--- src/rtl/noc_pkg.sv ---
// Shared NoC definitions: flit width and the 2-bit flit-type field carried
// in the top bits of every flit.
package noc_pkg;

    localparam int FLIT_W = 20;
    localparam int FT_HI  = FLIT_W - 1;
    localparam int FT_LO  = FLIT_W - 2;

    localparam logic [1:0] FT_BODY   = 2'b00;
    localparam logic [1:0] FT_HEAD   = 2'b01;
    localparam logic [1:0] FT_TAIL   = 2'b10;
    localparam logic [1:0] FT_SINGLE = 2'b11;

    function automatic logic [1:0] flit_type(input logic [FLIT_W-1:0] flit);
        return flit[FT_HI:FT_LO];
    endfunction

    // True for flits that may open a packet (HEAD or SINGLE).
    function automatic logic is_opening(input logic [1:0] ft);
        return (ft == FT_HEAD) || (ft == FT_SINGLE);
    endfunction

endpackage

--- src/rtl/noc_credit_fifo.sv ---
// Per-leaf synchronous FIFO; the head flit is visible combinationally so the
// arbiter can inspect its type before deciding to pop.
module noc_credit_fifo
    import noc_pkg::*;
#(
    parameter int WIDTH = FLIT_W,
    parameter int DEPTH = 4
) (
    input  logic             clk,
    input  logic             rst,
    input  logic             push,
    input  logic [WIDTH-1:0] wdata,
    input  logic             pop,
    output logic [WIDTH-1:0] head,
    output logic             full,
    output logic             empty
);

    localparam int PTR_W = $clog2(DEPTH);

    logic [WIDTH-1:0] mem [DEPTH];
    logic [PTR_W-1:0] wr_ptr;
    logic [PTR_W-1:0] rd_ptr;
    logic [PTR_W:0]   count;
    logic             do_push;
    logic             do_pop;

    // A push into a full FIFO is dropped even if a pop happens on the same edge.
    assign do_push = push && !full;
    assign do_pop  = pop && !empty;

    // NOTE: the storage array has no reset; the pointers and count alone decide
    // which entries are valid, so clearing the data would only cost flops.
    always_ff @(posedge clk) begin
        if (do_push) begin
            mem[wr_ptr] <= wdata;
        end
    end

    // NOTE: sequential state uses non-blocking assignments so every register
    // samples the pre-edge values, independent of statement order.
    always_ff @(posedge clk or negedge rst) begin
        if (!rst) begin
            wr_ptr <= '0;
            rd_ptr <= '0;
            count  <= '0;
        end else begin
            if (do_push) begin
                wr_ptr <= wr_ptr + 1'b1;
            end
            if (do_pop) begin
                rd_ptr <= rd_ptr + 1'b1;
            end
            case ({do_push, do_pop})
                2'b10:   count <= count + 1'b1;
                2'b01:   count <= count - 1'b1;
                default: count <= count;
            endcase
        end
    end

    assign full  = (count == (PTR_W+1)'(DEPTH));
    assign empty = (count == '0);
    assign head  = mem[rd_ptr];

endmodule

--- src/rtl/hub_uplink_arbiter.sv ---
// Cluster-hub uplink: per-leaf FIFOs, packet-granular round-robin onto one
// credit-flow-controlled channel. Define HUB_UPLINK_PERF_EN for perf counters.
module hub_uplink_arbiter
    import noc_pkg::*;
#(
    parameter int NUM_IN      = 4,
    parameter int IN_DEPTH    = 4,
    parameter int OUT_CREDITS = 4
) (
    input  logic                       clk,
    input  logic                       rst,
    input  logic [NUM_IN*FLIT_W-1:0]   in_data,
    input  logic [NUM_IN-1:0]          in_valid,
    output logic [NUM_IN-1:0]          in_co,
    output logic [FLIT_W-1:0]          out_data,
    output logic                       out_valid,
    input  logic                       out_ci,
    output logic [$clog2(NUM_IN)-1:0]  grant_id,
    output logic                       busy,
`ifdef HUB_UPLINK_PERF_EN
    output logic [NUM_IN*16-1:0]       perf_flits,
    output logic [15:0]                perf_stall,
`endif
    output logic                       err
);

    localparam int ID_W   = $clog2(NUM_IN);
    localparam int CRED_W = $clog2(OUT_CREDITS + 1);

    localparam logic [0:0] ST_IDLE   = 1'b0;
    localparam logic [0:0] ST_LOCKED = 1'b1;

    logic [FLIT_W-1:0] fifo_head [NUM_IN];
    logic [NUM_IN-1:0] fifo_full;
    logic [NUM_IN-1:0] fifo_empty;
    logic [NUM_IN-1:0] pop;

    logic [0:0]        state;
    logic [0:0]        state_nxt;
    logic [ID_W-1:0]   rr_ptr;
    logic [CRED_W-1:0] credit;
    logic              credit_avail;

    logic [NUM_IN-1:0] cand;
    logic [NUM_IN-1:0] orphan;
    logic              found;
    logic [ID_W-1:0]   winner;
    logic [ID_W-1:0]   cidx;
    logic              fwd;
    logic [ID_W-1:0]   src;
    logic              err_set;

    for (genvar i = 0; i < NUM_IN; i++) begin : g_in
        noc_credit_fifo #(
            .WIDTH (FLIT_W),
            .DEPTH (IN_DEPTH)
        ) u_fifo (
            .clk   (clk),
            .rst   (rst),
            .push  (in_valid[i]),
            .wdata (in_data[i*FLIT_W +: FLIT_W]),
            .pop   (pop[i]),
            .head  (fifo_head[i]),
            .full  (fifo_full[i]),
            .empty (fifo_empty[i])
        );
    end

    assign credit_avail = (credit != '0);
    assign busy         = (state == ST_LOCKED);

    // Classify every non-empty head: openers compete, stray BODY/TAIL flits are orphans.
    always_comb begin
        cand   = '0;
        orphan = '0;
        for (int i = 0; i < NUM_IN; i++) begin
            if (!fifo_empty[i]) begin
                if (is_opening(flit_type(fifo_head[i]))) begin
                    cand[i] = 1'b1;
                end else begin
                    orphan[i] = 1'b1;
                end
            end
        end
    end

    // Round-robin search beginning one past the last winner.
    always_comb begin
        found  = 1'b0;
        winner = rr_ptr;
        cidx   = '0;
        for (int k = 1; k <= NUM_IN; k++) begin
            cidx = ID_W'((int'(rr_ptr) + k) % NUM_IN);
            if (!found && cand[cidx]) begin
                found  = 1'b1;
                winner = cidx;
            end
        end
    end

    // NOTE: every signal gets a default before the branches so this block
    // stays purely combinational and cannot infer a latch.
    always_comb begin
        pop       = '0;
        fwd       = 1'b0;
        src       = grant_id;
        state_nxt = state;
        if (state == ST_IDLE) begin
            pop = orphan;
            if (found && credit_avail) begin
                pop[winner] = 1'b1;
                fwd         = 1'b1;
                src         = winner;
                if (flit_type(fifo_head[winner]) == FT_HEAD) begin
                    state_nxt = ST_LOCKED;
                end
            end
        end else if (!fifo_empty[grant_id] && credit_avail) begin
            pop[grant_id] = 1'b1;
            fwd           = 1'b1;
            if (flit_type(fifo_head[grant_id]) == FT_TAIL) begin
                state_nxt = ST_IDLE;
            end
        end
    end

    assign err_set = (|(in_valid & fifo_full))
                   || ((state == ST_IDLE) && (|orphan))
                   || (out_ci && (credit == CRED_W'(OUT_CREDITS)));

    always_ff @(posedge clk or negedge rst) begin
        if (!rst) begin
            state     <= ST_IDLE;
            grant_id  <= '0;
            rr_ptr    <= '0;
            credit    <= CRED_W'(OUT_CREDITS);
            out_valid <= 1'b0;
            out_data  <= '0;
            in_co     <= '0;
            err       <= 1'b0;
        end else begin
            state     <= state_nxt;
            out_valid <= fwd;
            in_co     <= pop;
            if (fwd) begin
                out_data <= fifo_head[src];
                grant_id <= src;
                rr_ptr   <= src;
            end
            // A pop and a returned credit on the same edge cancel out.
            if (fwd && !out_ci) begin
                credit <= credit - 1'b1;
            end else if (!fwd && out_ci && (credit != CRED_W'(OUT_CREDITS))) begin
                credit <= credit + 1'b1;
            end
            if (err_set) begin
                err <= 1'b1;
            end
        end
    end

`ifdef HUB_UPLINK_PERF_EN
    logic stall;

    assign stall = !credit_avail
                && ((state == ST_IDLE) ? (|cand) : !fifo_empty[grant_id]);

    always_ff @(posedge clk or negedge rst) begin
        if (!rst) begin
            perf_flits <= '0;
            perf_stall <= '0;
        end else begin
            for (int i = 0; i < NUM_IN; i++) begin
                if (fwd && (src == ID_W'(i)) && (perf_flits[i*16 +: 16] != 16'hFFFF)) begin
                    perf_flits[i*16 +: 16] <= perf_flits[i*16 +: 16] + 16'd1;
                end
            end
            if (stall && (perf_stall != 16'hFFFF)) begin
                perf_stall <= perf_stall + 16'd1;
            end
        end
    end
`else
    // Performance counters are not built in this configuration.
`endif

endmodule

--- config.mk ---
export PLATFORM = sky130hd
export DESIGN_NAME = hub_uplink_arbiter
export DESIGN_NICKNAME = d
export VERILOG_FILES = /design/src/rtl/noc_pkg.sv /design/src/rtl/noc_credit_fifo.sv /design/src/rtl/hub_uplink_arbiter.sv
export SDC_FILE = /design/constraint.sdc
export NUM_CORES = 1
export LEC_CHECK = 0
export ABC_AREA = 1
export BUFFER_PORTS_ARGS = -buffer_cell sky130_fd_sc_hd__buf_4
export CAP_MARGIN = 20
export CORE_AREA = 2 2 184 186
export CTS_BUF_LIST = sky130_fd_sc_hd__clkbuf_2
export DETAILED_ROUTE_END_ITERATION = 10
export DIE_AREA = 0 0 186 188
export PLACE_DENSITY_LB_ADDON = 0.25
export SLEW_MARGIN = 15
export SYNTH_ARGS = -nofsm -noshare
export SYNTH_HDL_FRONTEND = slang
export SYNTH_SLANG_ARGS = --single-unit
--- constraint.sdc ---
create_clock -name clk -period 4.6 [get_ports clk]
set_input_delay 0.69 -clock clk [delete_from_list [all_inputs] [get_ports clk]]
set_output_delay 0.69 -clock clk [all_outputs]
set_load 0.01 [all_outputs]
==> run metrics <==
Port Buffers=roughly 120; area grow syn2layout=18.10%; crit-path cells=clkinv_1 -> ha_1 -> inv_1 -> nand3_2 -> nand2_2 -> nand3_4 -> a21oi_1 -> nand2_1 -> a21oi_2 -> nand2_1 -> inv_1 -> ha_1 -> inv_1 -> fa_1 -> a21oi_1 -> o21ai_0 -> xor2_1; die area=around 35000 µm²; Post-synth top flop=edfxtp_1; Vias=11490; Yosys top cell by area=edfxtp_1; Slew @ Worst Pin=1.017 ns; fin crit share=0.8218; first-pass GRT wire length=around 60000 µm; setup_tns=0 ns; arrival time worst endpoint=between 4 and 5 ns; Mapped Cells=1385; Psw=6.795 mW; Sequential Power Share=0.343; Num CTS Buffers=between 90 and 100; Ys Warns=0; CP most frequent cell=inv_1; most common cell in the netlist=nand2_1; number of synthesized register bits=380; clock latency on the worst-skew pair=just over 0.9 ns; EDFF count, synth=320; Total GRT Usage=0.2246; Max VDD drop=784.9 µV; Hold Path Class=in2reg; CTS Root Cell=clkbuf_2; share of the synthesized area in the top cell type=0.5867; FF-to-FF path depth=17; Post-CTS Setup Bufs=0; final hold violation count=0; Comb pwr share=0.508; post_cts resized=0; num rows=67; hold_buf cts=a little over 80; fmax=264.5 MHz; Slowest Stage Delay on Critical Path=~0.48 ns; drt first pass iters=6; internal power=roughly 8 mW; overall die height=approximately 190 µm; CORE AREA=approximately 33000 µm²; layout cells sized above 1=0.2014; GP Congestion=roughly 0.84; Post-Syn Area=between 15000 and 20000 µm²; critical path fanouts, max=10; Sw Share=0.4606; TritonCTS clock tree=built; Crit Reg-Reg Endpoint=g_in[2].u_fifo.count[2]; NumNets Final=1751; P_leak=approximately 7.8 nW; FF-to-FF Start=rr_ptr[1]; register area share after synthesis=0.6785; ranking of synthesized cells by area=edfxtp_1 (59%), nand2_1 (9.7%), dfrtp_1 (9.0%); via count of the first global-routing pass=between 10000 and 15000; Rel. slew slack=0.3165; r2r setup slk=about 0.82 ns; Worst Hold Depth=6; crit end category=flip-flop; Max clock buf depth=3; initial antenna violation count=4; syn_nets=roughly 1500; Post-DP HPWL=between 20000 and 25000 µm; synth unique cells=41; RSZ-0062 raised after global routing=false; Post-route DRC=0; power density over cell area=around 760 nW/µm²; vias per std cell=approximately 5.3; final WL=slightly below 40000 µm; Hold Path End=credit[2]; initial core utilization=0.4946; clock skew=roughly 0.075 ns; Max-Cap Viols=0; WL/cell=18.04 µm; delay-heaviest family, CP=adder cells; Critical Path Source Type=flip-flop; Avg Cell Area, Syn=between 10 and 15 µm²; Iter 0 DRT Violations=~830; pin count of the biggest net entering global routing=61; asr flop ratio synth=0.1579; Final Setup Violations=0; WS Path Type=reg2reg; I/O pin total=116; critical path buffer and inverter count=4; clock sinks=380; Clock Power Share=0.149; Clock transition at path regs=about 0.090 ns; CP startpoint=rr_ptr[1]; Pins Over Slew Limit=0; HP Start=out_ci; worst path required time=5.36 ns; Slowest cell on crit path=dfrtp_1; Congestion Overflow GR=0; synth cell count leaders=nand2_1 (423), edfxtp_1 (320), nand3_1 (98); outcome=completed; post-route minimum period=3.780 ns; Post-DRT Antenna Nets=0; Core Util, Final=0.5841; H-Tree Depth=3; die width=186 µm
==> cell usage in the layout, fill, tap and decap left out, types with 2 or more instances in the layout <==
cell	netlist	routed
nand3_4	3	3
inv_6	0	2
clkbuf_2	0	132
inv_4	5	5
a32o_1	74	74
nand3_2	17	17
a31oi_1	2	2
o21ai_0	17	17
dlygate4sd3_1	0	82
ha_1	24	24
a21oi_1	90	90
clkinv_2	0	6
clkinv_1	1	27
inv_1	57	57
nand2_2	10	10
fa_1	5	5
edfxtp_1	320	320
nand3_1	98	98
diode_2	0	4
nand2_1	423	423
o31ai_1	3	3
nand4_1	5	5
dfrtp_1	59	59
o311ai_0	2	2
nor3_1	6	6
o21ai_1	6	6
xnor2_1	8	8
nor2_1	39	39
nand2_4	2	2
inv_2	13	16
buf_4	5	144
xor2_1	11	11
==> routing by layer <==
layer	global-route usage	wire (µm)
met1	0.3012	16560
met2	0.3577	18640
met3	0.04894	2776
met4	0.08843	1004
met5	0	0
==> power groups by stage <==
stage | Combinational (mW) | Clock (mW) | Sequential (mW)
floorplan | 5.27 | 0 | 5.07
global placement | 7.25 | 0 | 5.11
detailed placement | 7.37 | 0 | 5.13
CTS | 7.46 | 2.28 | 5.06
global route | 8.31 | 2.45 | 5.13
finish | 7.50 | 2.20 | 5.06
==> cell families after synthesis <==
family | share of synthesized area
compound gates | 0.08594
xor+xnor | 0.01016
fa+ha+maj | 0.02445
buf+inv | 0.04102
flops | 0.6785
simple gates | 0.1600
==> how the worst max path moves through the flow <==
stage / end / slack (ns) / cells after the start
2_1_floorplan: g_in[1].u_fifo.count[2] / 1.22 / 21
3_3_place_gp: g_in[1].u_fifo.count[2] / 0.95 / 19
3_5_place_dp: g_in[0].u_fifo.count[2] / 0.88 / 19
4_1_cts: g_in[2].u_fifo.count[2] / 0.82 / 21
5_1_grt: g_in[2].u_fifo.count[2] / 0.35 / 21
6_report: g_in[2].u_fifo.count[2] / 0.82 / 17
==> cell type report <==
| type | count | area, µm² |
|---|---|---|
| inverters | 76 | 297.8 |
| clock inverters | 39 | 193.9 |
| fillers | 2757 | 13770 |
| repair buffers | 227 | 1913 |
| multi-input cells | 854 | 4594 |
| well taps | 448 | 560.5 |
| diodes | 4 | 10.01 |
| clock buffers | 132 | 660.6 |
| flip-flops and latches | 380 | 11110 |
==> registers in the layout, indices dropped and copies added, names as in the netlist <==
signal and flops:
rr_ptr 2, out_data 20, credit 3, out_valid 1, busy 1, g_in.u_fifo.rd_ptr 8, g_in.u_fifo.mem 320, g_in.u_fifo.wr_ptr 8
err 1, g_in.u_fifo.count 12, in_co 4
==> worst register-to-register path: cells and delay by family (launching register included) <==
kind / cells / cell delay [ns]
simple gates: 5 / 0.67
buf+inv: 4 / 0.66
fa+ha+maj: 3 / 0.97
xor+xnor: 1 / 0.16
flops: 1 / 0.48
compound gates: 4 / 0.73
==> through the flow <==
stage / hold slack, ns / total power, mW / std cells / setup WS (ns) / area, µm²
after floorplan: 0.3944 / 10.34 / 1385 / 1.221 / 16380
after global placement: 0.4712 / 12.36 / 1902 / 0.9494 / 17650
after detailed placement: 0.4742 / 12.50 / 1902 / 0.8803 / 17650
after CTS: 0.1272 / 14.80 / 2155 / 0.8233 / 19320
after global routing: 0.1539 / 15.90 / 2160 / 0.3464 / 19340
final: 0.2322 / 14.75 / 2160 / 0.8195 / 19340
No activity file was read; power rests on OpenSTA's default activity.
